**config.mk**
```make
export PLATFORM = sky130hd
export DESIGN_NAME = mem_bus_arbiter_flat
export DESIGN_NICKNAME = d
export VERILOG_FILES = /design/src/rtl/mem_bus_arbiter_pkg.sv /design/src/rtl/mem_bus_arbiter_if.sv /design/src/rtl/mem_bus_arbiter_bus_watchdog.sv /design/src/rtl/mem_bus_arbiter.sv /design/src/flat_wrapper.sv
export SDC_FILE = /design/constraint.sdc
export NUM_CORES = 1
export LEC_CHECK = 0
export CAP_MARGIN = 20
export CORE_AREA = 2 2 110 112
export CTS_CLUSTER_SIZE = 28
export DETAILED_ROUTE_END_ITERATION = 8
export DIE_AREA = 0 0 112 114
export DONT_BUFFER_PORTS = 1
export PLACE_DENSITY_LB_ADDON = 0.15
export SLEW_MARGIN = 20
export SYNTH_ARGS = -nofsm -noshare
export SYNTH_HDL_FRONTEND = slang
export SYNTH_HIERARCHICAL = 1
export SYNTH_SLANG_ARGS = --single-unit
```
**constraint.sdc**
```tcl
create_clock -name clk -period 3.37 [get_ports clk]
set_clock_uncertainty 0.05 [all_clocks]
set_input_delay 0.5055 -clock clk [delete_from_list [all_inputs] [get_ports clk]]
set_output_delay 0.5055 -clock clk [all_outputs]
set_load 0.01 [all_outputs]
```
**src/rtl/mem_bus_arbiter_pkg.sv**
```systemverilog
// Shared constants and state encoding for the memory bus arbiter.
// The arbiter grants the single bus port to either the data path or the fetch path.
package mem_bus_arbiter_pkg;

  localparam logic [31:0] ZeroWord       = 32'h0000_0000;
  localparam logic        Stop           = 1'b1;
  localparam int unsigned TimeoutDefault = 255;

  typedef enum logic [2:0] {
    IDLE     = 3'd0,
    DM_ACC   = 3'd1,
    IF_ACC   = 3'd2,
    IF_DRAIN = 3'd3,
    DM_DONE  = 3'd4
  } arb_state_e;

endpackage

```
**src/rtl/mem_bus_arbiter_if.sv**
```systemverilog
// Shared memory bus signals.
// The arbiter is the master; the memory or slave model uses the slave modport.
interface mem_bus_arbiter_if;

  logic        cyc;
  logic        stb;
  logic        we;
  logic [3:0]  sel;
  logic [31:0] addr;
  logic [31:0] wdata;
  logic [31:0] rdata;
  logic        ack;
  logic        err;

  modport master (
    output cyc, stb, we, sel, addr, wdata, err,
    input  rdata, ack
  );

  modport slave (
    input  cyc, stb, we, sel, addr, wdata, err,
    output rdata, ack
  );

endinterface

```
**src/rtl/mem_bus_arbiter_bus_watchdog.sv**
```systemverilog
// Acknowledge watchdog for one bus transaction.
// expire_o fires on the cycle whose edge would bring the unacked count to TIMEOUT.
module bus_watchdog #(
  parameter int unsigned TIMEOUT = 255
) (
  input  logic clk,
  input  logic rst,
  input  logic start_i,
  input  logic ack_i,
  output logic expire_o
);

  localparam int unsigned   CW        = $clog2(TIMEOUT + 2);
  localparam logic [CW-1:0] LastCount = CW'((TIMEOUT == 0) ? 0 : TIMEOUT - 1);
  localparam logic          Enabled   = (TIMEOUT != 0);

  logic [CW-1:0] count_q, count_d;
  logic          running_q, running_d;

  assign expire_o = Enabled & running_q & ~ack_i & (count_q == LastCount);

  always_comb begin
    count_d   = count_q;
    running_d = running_q;
    if (start_i) begin
      count_d   = '0;
      running_d = 1'b1;
    end else if (running_q) begin
      if (ack_i || expire_o) begin
        count_d   = '0;
        running_d = 1'b0;
      end else begin
        count_d = count_q + CW'(1);
      end
    end
  end

  always_ff @(posedge clk or negedge rst) begin
    if (!rst) begin
      count_q   <= '0;
      running_q <= 1'b0;
    end else begin
      count_q   <= count_d;
      running_q <= running_d;
    end
  end

endmodule

```
**src/rtl/mem_bus_arbiter.sv**
```systemverilog
// Single-port memory bus arbiter between instruction fetch and data access.
// Data access has fixed priority; fetched words are buffered while IF/ID is stalled.
module mem_bus_arbiter
  import mem_bus_arbiter_pkg::*;
#(
  parameter int unsigned TIMEOUT = TimeoutDefault
) (
  input  logic                clk,
  input  logic                rst,
  input  logic [5:0]          stall_i,
  input  logic                flush_i,
  input  logic                if_req_i,
  input  logic [31:0]         if_addr_i,
  output logic [31:0]         if_data_o,
  output logic                if_ready_o,
  input  logic                dm_req_i,
  input  logic                dm_we_i,
  input  logic [3:0]          dm_sel_i,
  input  logic [31:0]         dm_addr_i,
  input  logic [31:0]         dm_data_i,
  output logic [31:0]         dm_data_o,
  output logic                dm_ready_o,
  output logic                stallreq_if_o,
  output logic                stallreq_mem_o,
  mem_bus_arbiter_if.master   bus
);

  arb_state_e  state_q, state_d;
  logic        cyc_q, cyc_d;
  logic        we_q, we_d;
  logic [3:0]  sel_q, sel_d;
  logic [31:0] addr_q, addr_d;
  logic [31:0] wdata_q, wdata_d;
  logic [31:0] dm_data_q, dm_data_d;
  logic        dm_ready_q, dm_ready_d;
  logic [31:0] if_buf_q, if_buf_d;
  logic        if_valid_q, if_valid_d;
  logic        err_q;
  logic        if_set;
  logic        wd_start;
  logic        wd_expire;
  logic        bus_done;
  logic [31:0] rdata_eff;
  logic        fetch_ok;

  wire unused_stall_bits = ^{stall_i[5:2], stall_i[0]};

  bus_watchdog #(.TIMEOUT(TIMEOUT)) u_watchdog (
    .clk      (clk),
    .rst      (rst),
    .start_i  (wd_start),
    .ack_i    (bus.ack),
    .expire_o (wd_expire)
  );

  // A watchdog expiry completes the access as if acked with a zero word.
  assign bus_done  = bus.ack | wd_expire;
  assign rdata_eff = wd_expire ? ZeroWord : bus.rdata;
  assign fetch_ok  = if_req_i & ~if_valid_q & ~flush_i;

  always_comb begin
    state_d    = state_q;
    cyc_d      = cyc_q;
    we_d       = we_q;
    sel_d      = sel_q;
    addr_d     = addr_q;
    wdata_d    = wdata_q;
    dm_data_d  = dm_data_q;
    dm_ready_d = 1'b0;
    if_buf_d   = if_buf_q;
    if_set     = 1'b0;
    wd_start   = 1'b0;
    unique case (state_q)
      IDLE: begin
        if (dm_req_i) begin
          state_d  = DM_ACC;
          cyc_d    = 1'b1;
          we_d     = dm_we_i;
          sel_d    = dm_sel_i;
          addr_d   = dm_addr_i;
          wdata_d  = dm_data_i;
          wd_start = 1'b1;
        end else if (fetch_ok) begin
          state_d  = IF_ACC;
          cyc_d    = 1'b1;
          we_d     = 1'b0;
          sel_d    = 4'hF;
          addr_d   = if_addr_i;
          wdata_d  = ZeroWord;
          wd_start = 1'b1;
        end
      end
      DM_ACC: begin
        if (bus_done) begin
          state_d    = DM_DONE;
          cyc_d      = 1'b0;
          dm_data_d  = rdata_eff;
          dm_ready_d = 1'b1;
        end
      end
      DM_DONE: state_d = IDLE;
      IF_ACC: begin
        if (bus_done) begin
          state_d = IDLE;
          cyc_d   = 1'b0;
          if (!flush_i) begin
            if_buf_d = rdata_eff;
            if_set   = 1'b1;
          end
        end else if (flush_i) begin
          state_d  = IF_DRAIN;
          wd_start = 1'b1;
        end
      end
      IF_DRAIN: begin
        if (bus_done) begin
          state_d = IDLE;
          cyc_d   = 1'b0;
        end
      end
      default: begin
        state_d = IDLE;
        cyc_d   = 1'b0;
      end
    endcase

    // A flush or a consumed word always wins over a fresh fill.
    if_valid_d = if_valid_q;
    if (flush_i) begin
      if_valid_d = 1'b0;
    end else if (if_valid_q && !stall_i[1]) begin
      if_valid_d = 1'b0;
    end else if (if_set) begin
      if_valid_d = 1'b1;
    end
  end

  always_ff @(posedge clk or negedge rst) begin
    if (!rst) begin
      state_q    <= IDLE;
      cyc_q      <= 1'b0;
      we_q       <= 1'b0;
      sel_q      <= 4'h0;
      addr_q     <= ZeroWord;
      wdata_q    <= ZeroWord;
      dm_data_q  <= ZeroWord;
      dm_ready_q <= 1'b0;
      if_buf_q   <= ZeroWord;
      if_valid_q <= 1'b0;
      err_q      <= 1'b0;
    end else begin
      state_q    <= state_d;
      cyc_q      <= cyc_d;
      we_q       <= we_d;
      sel_q      <= sel_d;
      addr_q     <= addr_d;
      wdata_q    <= wdata_d;
      dm_data_q  <= dm_data_d;
      dm_ready_q <= dm_ready_d;
      if_buf_q   <= if_buf_d;
      if_valid_q <= if_valid_d;
      err_q      <= wd_expire;
    end
  end

  assign bus.cyc        = cyc_q;
  assign bus.stb        = cyc_q;
  assign bus.we         = we_q;
  assign bus.sel        = sel_q;
  assign bus.addr       = addr_q;
  assign bus.wdata      = wdata_q;
  assign bus.err        = err_q;
  assign dm_data_o      = dm_data_q;
  assign dm_ready_o     = dm_ready_q;
  assign if_data_o      = if_buf_q;
  assign if_ready_o     = if_valid_q;
  assign stallreq_mem_o = dm_req_i & (state_q != DM_DONE);
  assign stallreq_if_o  = fetch_ok;

endmodule

```
**src/flat_wrapper.sv**
```systemverilog
// flat-port wrapper written by rule: the top's interface ports become plain ports
module mem_bus_arbiter_flat import mem_bus_arbiter_pkg::*;
#(
  parameter int unsigned TIMEOUT = TimeoutDefault
)
  (clk, rst, stall_i, flush_i, if_req_i, if_addr_i, if_data_o, if_ready_o, dm_req_i, dm_we_i, dm_sel_i, dm_addr_i, dm_data_i, dm_data_o, dm_ready_o, stallreq_if_o, stallreq_mem_o, bus_cyc, bus_stb, bus_we, bus_sel, bus_addr, bus_wdata, bus_err, bus_rdata, bus_ack);
  mem_bus_arbiter_if bus_i ();
  input  logic clk;
  input  logic rst;
  input  logic [5:0] stall_i;
  input  logic flush_i;
  input  logic if_req_i;
  input  logic [31:0] if_addr_i;
  output logic [31:0] if_data_o;
  output logic if_ready_o;
  input  logic dm_req_i;
  input  logic dm_we_i;
  input  logic [3:0] dm_sel_i;
  input  logic [31:0] dm_addr_i;
  input  logic [31:0] dm_data_i;
  output logic [31:0] dm_data_o;
  output logic dm_ready_o;
  output logic stallreq_if_o;
  output logic stallreq_mem_o;
  output wire logic [$bits(bus_i.cyc)-1:0] bus_cyc;
  output wire logic [$bits(bus_i.stb)-1:0] bus_stb;
  output wire logic [$bits(bus_i.we)-1:0] bus_we;
  output wire logic [$bits(bus_i.sel)-1:0] bus_sel;
  output wire logic [$bits(bus_i.addr)-1:0] bus_addr;
  output wire logic [$bits(bus_i.wdata)-1:0] bus_wdata;
  output wire logic [$bits(bus_i.err)-1:0] bus_err;
  input wire logic [$bits(bus_i.rdata)-1:0] bus_rdata;
  input wire logic [$bits(bus_i.ack)-1:0] bus_ack;
  assign bus_cyc = bus_i.cyc;
  assign bus_stb = bus_i.stb;
  assign bus_we = bus_i.we;
  assign bus_sel = bus_i.sel;
  assign bus_addr = bus_i.addr;
  assign bus_wdata = bus_i.wdata;
  assign bus_err = bus_i.err;
  assign bus_i.rdata = bus_rdata;
  assign bus_i.ack = bus_ack;
  mem_bus_arbiter #(.TIMEOUT(TIMEOUT)) u_core (.clk(clk), .rst(rst), .stall_i(stall_i), .flush_i(flush_i), .if_req_i(if_req_i), .if_addr_i(if_addr_i), .if_data_o(if_data_o), .if_ready_o(if_ready_o), .dm_req_i(dm_req_i), .dm_we_i(dm_we_i), .dm_sel_i(dm_sel_i), .dm_addr_i(dm_addr_i), .dm_data_i(dm_data_i), .dm_data_o(dm_data_o), .dm_ready_o(dm_ready_o), .stallreq_if_o(stallreq_if_o), .stallreq_mem_o(stallreq_mem_o), .bus(bus_i));
endmodule
```
Word-level counts from Yosys, hierarchy flattened
Cells that the tools add are included.
{"block": "word_totals", "in_bits": 145, "out_inout_bits": 140, "reg_bits": 150, "word_cells": 87}
{"block": "op_classes", "bitwise": 10, "mux": 39, "eq_ne": 11, "reduce_logical": 13, "add_sub_neg": 1}
{"operator": "32-bit 2-to-1 mux", "n": 5}
{"operator": "9-bit 2-to-1 mux", "n": 3}
{"operator": "1-bit 2-to-1 mux", "n": 20}
{"operator": "3-bit 2-to-1 mux", "n": 6}
{"operator": "3-bit case mux with 4 select lines", "n": 1}
{"operator": "9-bit by 1-bit adder with 9-bit output (second input constant)", "n": 1}
{"operator": "9-bit by 8-bit equality test with 1-bit output (second input constant)", "n": 1}
{"operator": "4-bit 2-to-1 mux", "n": 2}
{"operator": "3-bit by 2-bit equality test with 1-bit output (second input constant)", "n": 2}
{"operator": "2-bit by 1-bit inequality test with 1-bit output (second input constant)", "n": 3}
{"operator": "3-bit inequality test (second input constant)", "n": 2}
{"operator": "3-bit AND reduction", "n": 2}
{"operator": "1-bit bitwise AND", "n": 5}
{"operator": "1-bit NOT", "n": 4}
{"operator": "2-bit AND reduction", "n": 2}
{"operator": "4-bit AND reduction", "n": 1}
{"operator": "2-bit nonzero test", "n": 2}
{"operator": "3-bit by 1-bit equality test with 1-bit output (second input constant)", "n": 1}
{"operator": "3-bit equality test (second input constant)", "n": 1}
{"operator": "3-bit logical NOT", "n": 1}
{"operator": "3-bit by 2-bit inequality test with 1-bit output (second input constant)", "n": 1}
{"operator": "1-bit case mux with 3 select lines", "n": 1}
{"operator": "3-bit nonzero test", "n": 1}
{"operator": "3-bit OR reduction", "n": 1}
{"operator": "5 further kinds", "n": 5}

Logic depth before layout (Yosys ltp)
{"block": "logic_depth", "depth_word": 9, "ltp_mapped": 11, "depth_no_buf": 11}

Hierarchy
The synthesis kept the hierarchy.
{"mod": "mem_bus_arbiter", "seq_area_each_um2": 3503.4, "area_per_inst_um2": 6172.2, "cells_each": 476, "instances": 1}
{"mod": "bus_watchdog", "seq_area_each_um2": 250.2, "area_per_inst_um2": 544.3, "cells_each": 58, "instances": 1}

Worst setup path before layout
Ideal clock, no wire load.
{"block": "synth_path", "kind": "reg-to-reg", "from": "register u_core.u_watchdog.count_q[0]", "to": "register u_core.dm_data_q[10] (netlist: u_core/dm_data_o[10])", "setup_slack_ns": 0.836, "arrival_ns": 2.358, "period_less_slack_ns": 2.534, "t_required_ns": 3.195, "path_buffers": 2, "setup_time_ns": 0.125, "stages_incl_launch_ff": 11, "path_cell_list": "dfrtp_1 inv_1 ha_1 and4b_1 nand2_1 nor2_1 nor2_2 or4b_1 buf_4 buf_6 mux2_4"}
{"block": "synth_via", "elab_chain_cells": 4, "elab_cells_between_ends": 5, "classes_between": "eq/ne (1); mux (1); bitwise (2); reduce/logical (1)"}
{"element": "start, declared", "line_no": "mem_bus_arbiter_bus_watchdog.sv:17", "text": "logic [CW-1:0] count_q, count_d;"}
{"element": "start signal, assigned", "line_no": "mem_bus_arbiter_bus_watchdog.sv:43", "text": "count_q <= count_d;"}
{"element": "9-bit by 8-bit equality test with 1-bit output (*)", "line_no": "mem_bus_arbiter_bus_watchdog.sv:20", "text": "assign expire_o = Enabled & running_q & ~ack_i & (count_q == LastCount);"}
{"element": "1-bit bitwise AND (*)", "line_no": "mem_bus_arbiter_bus_watchdog.sv:20"}
{"element": "net u_core.wd_expire", "line_no": "mem_bus_arbiter.sv:41", "text": "logic wd_expire;"}
{"element": "1-bit OR", "line_no": "mem_bus_arbiter.sv:57", "text": "assign bus_done = bus.ack | wd_expire;"}
{"element": "2-bit AND reduction (no line)"}
{"element": "end signal, assigned", "line_no": "mem_bus_arbiter.sv:146", "text": "dm_data_q <= ZeroWord;"}
{"element": "end signal, assigned", "line_no": "mem_bus_arbiter.sv:158", "text": "dm_data_q <= dm_data_d;"}
{"element": "end, declared", "line_no": "mem_bus_arbiter.sv:34", "text": "logic [31:0] dm_data_q, dm_data_d;"}
The timed path passes the listed nets; every way through them passes the cells marked *.
A chain may end at the register's enable or synchronous reset.

Worst setup path after layout
{"block": "layout_path", "from": "register u_core.u_watchdog.count_q[0]", "to": "register u_core.dm_data_q[2] (netlist: u_core/dm_data_o[2])"}
Same word-level chain as after synthesis.

==> metrics <==
post-synthesis xor/xnor area fraction=0.130%; fin. max-slew vios=0; Primary FF master, synth=dfrtp_1; commonest non-fill, non-tap cell in the layout=dfrtp_1; status=finished with violations; Syn Nets=681; nature of the critical path endpoint=register; signal arrival time at the worst endpoint=3040 ps; relative slew slack=44.6%; Pwr Density=1010 nW/um^2; Synth area leaders=dfrtp_1, mux2_4, mux2_1; # diodes=0; total number of yosys warnings=6; Compound-Gate Fraction of Synth Area=12.7%; CP startpoint=u_core/u_watchdog/count_q[0]; required time of the worst setup path=3610 ps; number of synthesized register bits=150; Buf/Inv on CP=2; Simple-Gate Fraction of Synth Area=10.3%; setup violators final=0; die width=112 um; commonest cells after routing, fill and taps aside=dfrtp_1, a21oi_1, mux2_1, a22o_1; DR pass1 iterations=4; Critical R2R Launch=u_core/u_watchdog/count_q[0]; Hold Path Class=in2async; failing checks=hold timing; MaxCap Viol Count=0; Routability Congestion=0.862; clock sinks=150; crit path time final=2800 ps; share of cells above drive strength 1=15.1%; cells along the critical path=inv_1, ha_1, and4b_1, nand2_1, nor2_2, nor2_2, or4b_2, buf_4, mux2_1; Worst-Margin Slew=827 ps; Syn Std Cell Area=6720 um^2; final instance area=7390 um^2; post-CTS setup buffers=0; maximum vdd drop=0.000580 V; asr flop ratio synth=100%; RSZ-0062 raised after global routing=false; GR Util All Layers=24.1%; area grow syn2layout=10.1%; Nets=665; Gate Count Post-Synth=534; leading area contributor after synthesis=dfrtp_1; worst skew pair latency=400 ps; Max Fclk=357 MHz; Mean Syn Cell Area=12.6 um^2; largest net degree at the start of global routing=151; post-synthesis cell type count=45; HPWL Detailed=10,000 um; DIE AREA=12,800 um^2; fin crit share=83.1%; initial DRC count=440; critical path fanouts, max=34; DR WL/cell=22.8 um; largest family of logic cells by synthesized area=multiplexers; startpoint types=register; TritonCTS Buffers=17; worst hold slack=-254 ps; WS Path Type=reg2reg; Setup TNS=0 ps; root buf cell=clkbuf_16; Post-DP Area=6800 um^2; Routed Wire Length=15,400 um; top cell type's share of synthesized area=55.9%; sequential area share after synthesis=55.9%; fillers=922; first-pass GRT wire length=24,300 um; clk slew on worst S/H paths=60 ps; multiplexer area fraction after synthesis=17.1%; Post-synth EDFFs=0; H-tree depth=4; core box area=11,700 um^2; DRC=0; leakage=0.00335 uW; port bufs=0; TritonCTS clock tree=done; CP dominant cell by count=nor2_2; via count=4,409; crit-path max cell delay=600 ps; remaining global-route overflow=0; Synth Area in Adders=0.373%; I/O Pins=285; vias in the first global route=4,488; initial antenna violation count=0; Final Hold Viols=150; Slowest-stage cell, CP=or4b_2; Die Height=114 um; Row Count=40; clock tree buffer depth=2; starting density of the core=57.4%; crit-path leading delay family=simple AND/OR/NAND/NOR gates; vias per cell=6.51; Routed Antenna Nets=0
routing by layer:
metal	vias up	routed length (um)	track usage (%)
met4	0	429	10.4
met1	2180	6230	29.7
met3	36	1550	10.2
met5	-	0	0
li1	1960	-	-
met2	233	7210	37.5
synth_stat cells, types with 4 or more instances:
cell type / number
buf_2: 11
clkbuf_1: 28
nor2_1: 5
mux2i_1: 32
nor2b_1: 30
o22ai_1: 32
dfrtp_1: 150
a21oi_1: 40
a22o_1: 33
or4_1: 32
nand2_1: 9
mux2_1: 36
o22a_1: 4
nand3_1: 6
buf_6: 4
mux2_4: 28
per-stage QoR:
stage | std cells | total power [uW] | utilization, % | hold WS [ps] | setup slack (ps)
2_1_floorplan | 534 | 5060 | - | 160 | 836
3_3_place_gp | 646 | 5470 | 58.0 | 163 | 644
3_5_place_dp | 646 | 5590 | 58.1 | 163 | 578
4_1_cts | 677 | 7500 | 63.1 | -279 | 550
5_1_grt | 677 | 7870 | 63.1 | -282 | 429
6_report | 677 | 7450 | 63.1 | -254 | 570
path summary, 6_finish.rpt:
path / slack, ps / cells after the start / end
setup / recovery: 570 / 9 / u_core/dm_data_o[2]
hold / removal: -250 / 0 / u_core/bus.err
setup reg to reg: 570 / 9 / u_core/dm_data_o[2]
hold reg to reg: 470 / 1 / u_core/u_watchdog/count_q[3]
max in group asynchronous: 3250 / 0 / u_core/if_data_o[30]
min in group clk: 110 / 1 / u_core/if_ready_o
cell type report:
| class | count | area, um^2 | area share [%] |
|---|---|---|---|
| flip-flops and latches | 150 | 3750 | 50.8 |
| clock buffers | 22 | 464 | 6.28 |
| repair buffers | 10 | 87.6 | 1.18 |
| well taps | 147 | 184 | 2.49 |
| multi-input cells | 334 | 2760 | 37.3 |
| inverters | 5 | 18.8 | 0.254 |
| clock inverters | 9 | 126 | 1.71 |
logic make-up (layout without fill, tap and decap cells):
kind of cell | after synthesis | after routing
mux | 96 | 96
flops | 150 | 150
xor+xnor | 1 | 1
simple gates | 107 | 107
compound gates | 128 | 128
buf+inv | 50 | 46
fa+ha+maj | 2 | 2
report_power, final:
group          internal [uW]  switching, uW
logic                    997            902
registers               2610           1060
clock network           1200            690
sequential cells by signal, indices dropped and copies added (netlist names):
register,count
u_core/state_q,3
u_core/dm_ready_o,1
u_core/if_ready_o,1
u_core/if_data_o,32
u_core/u_watchdog/count_q,9
u_core/dm_data_o,32
u_core/bus.addr,32
u_core/bus.err,1
u_core/bus.wdata,32
u_core/u_watchdog/running_q,1
u_core/bus.cyc,1
u_core/bus.we,1
u_core/bus.sel,4
repair_timing:
action | 4_1_cts | 5_1_grt
hold endpoints to repair | 150 | 150
endpoints found under the setup margin | 0 | 0
resized for setup | 0 | 0
(Power assumes the default switching activity.)
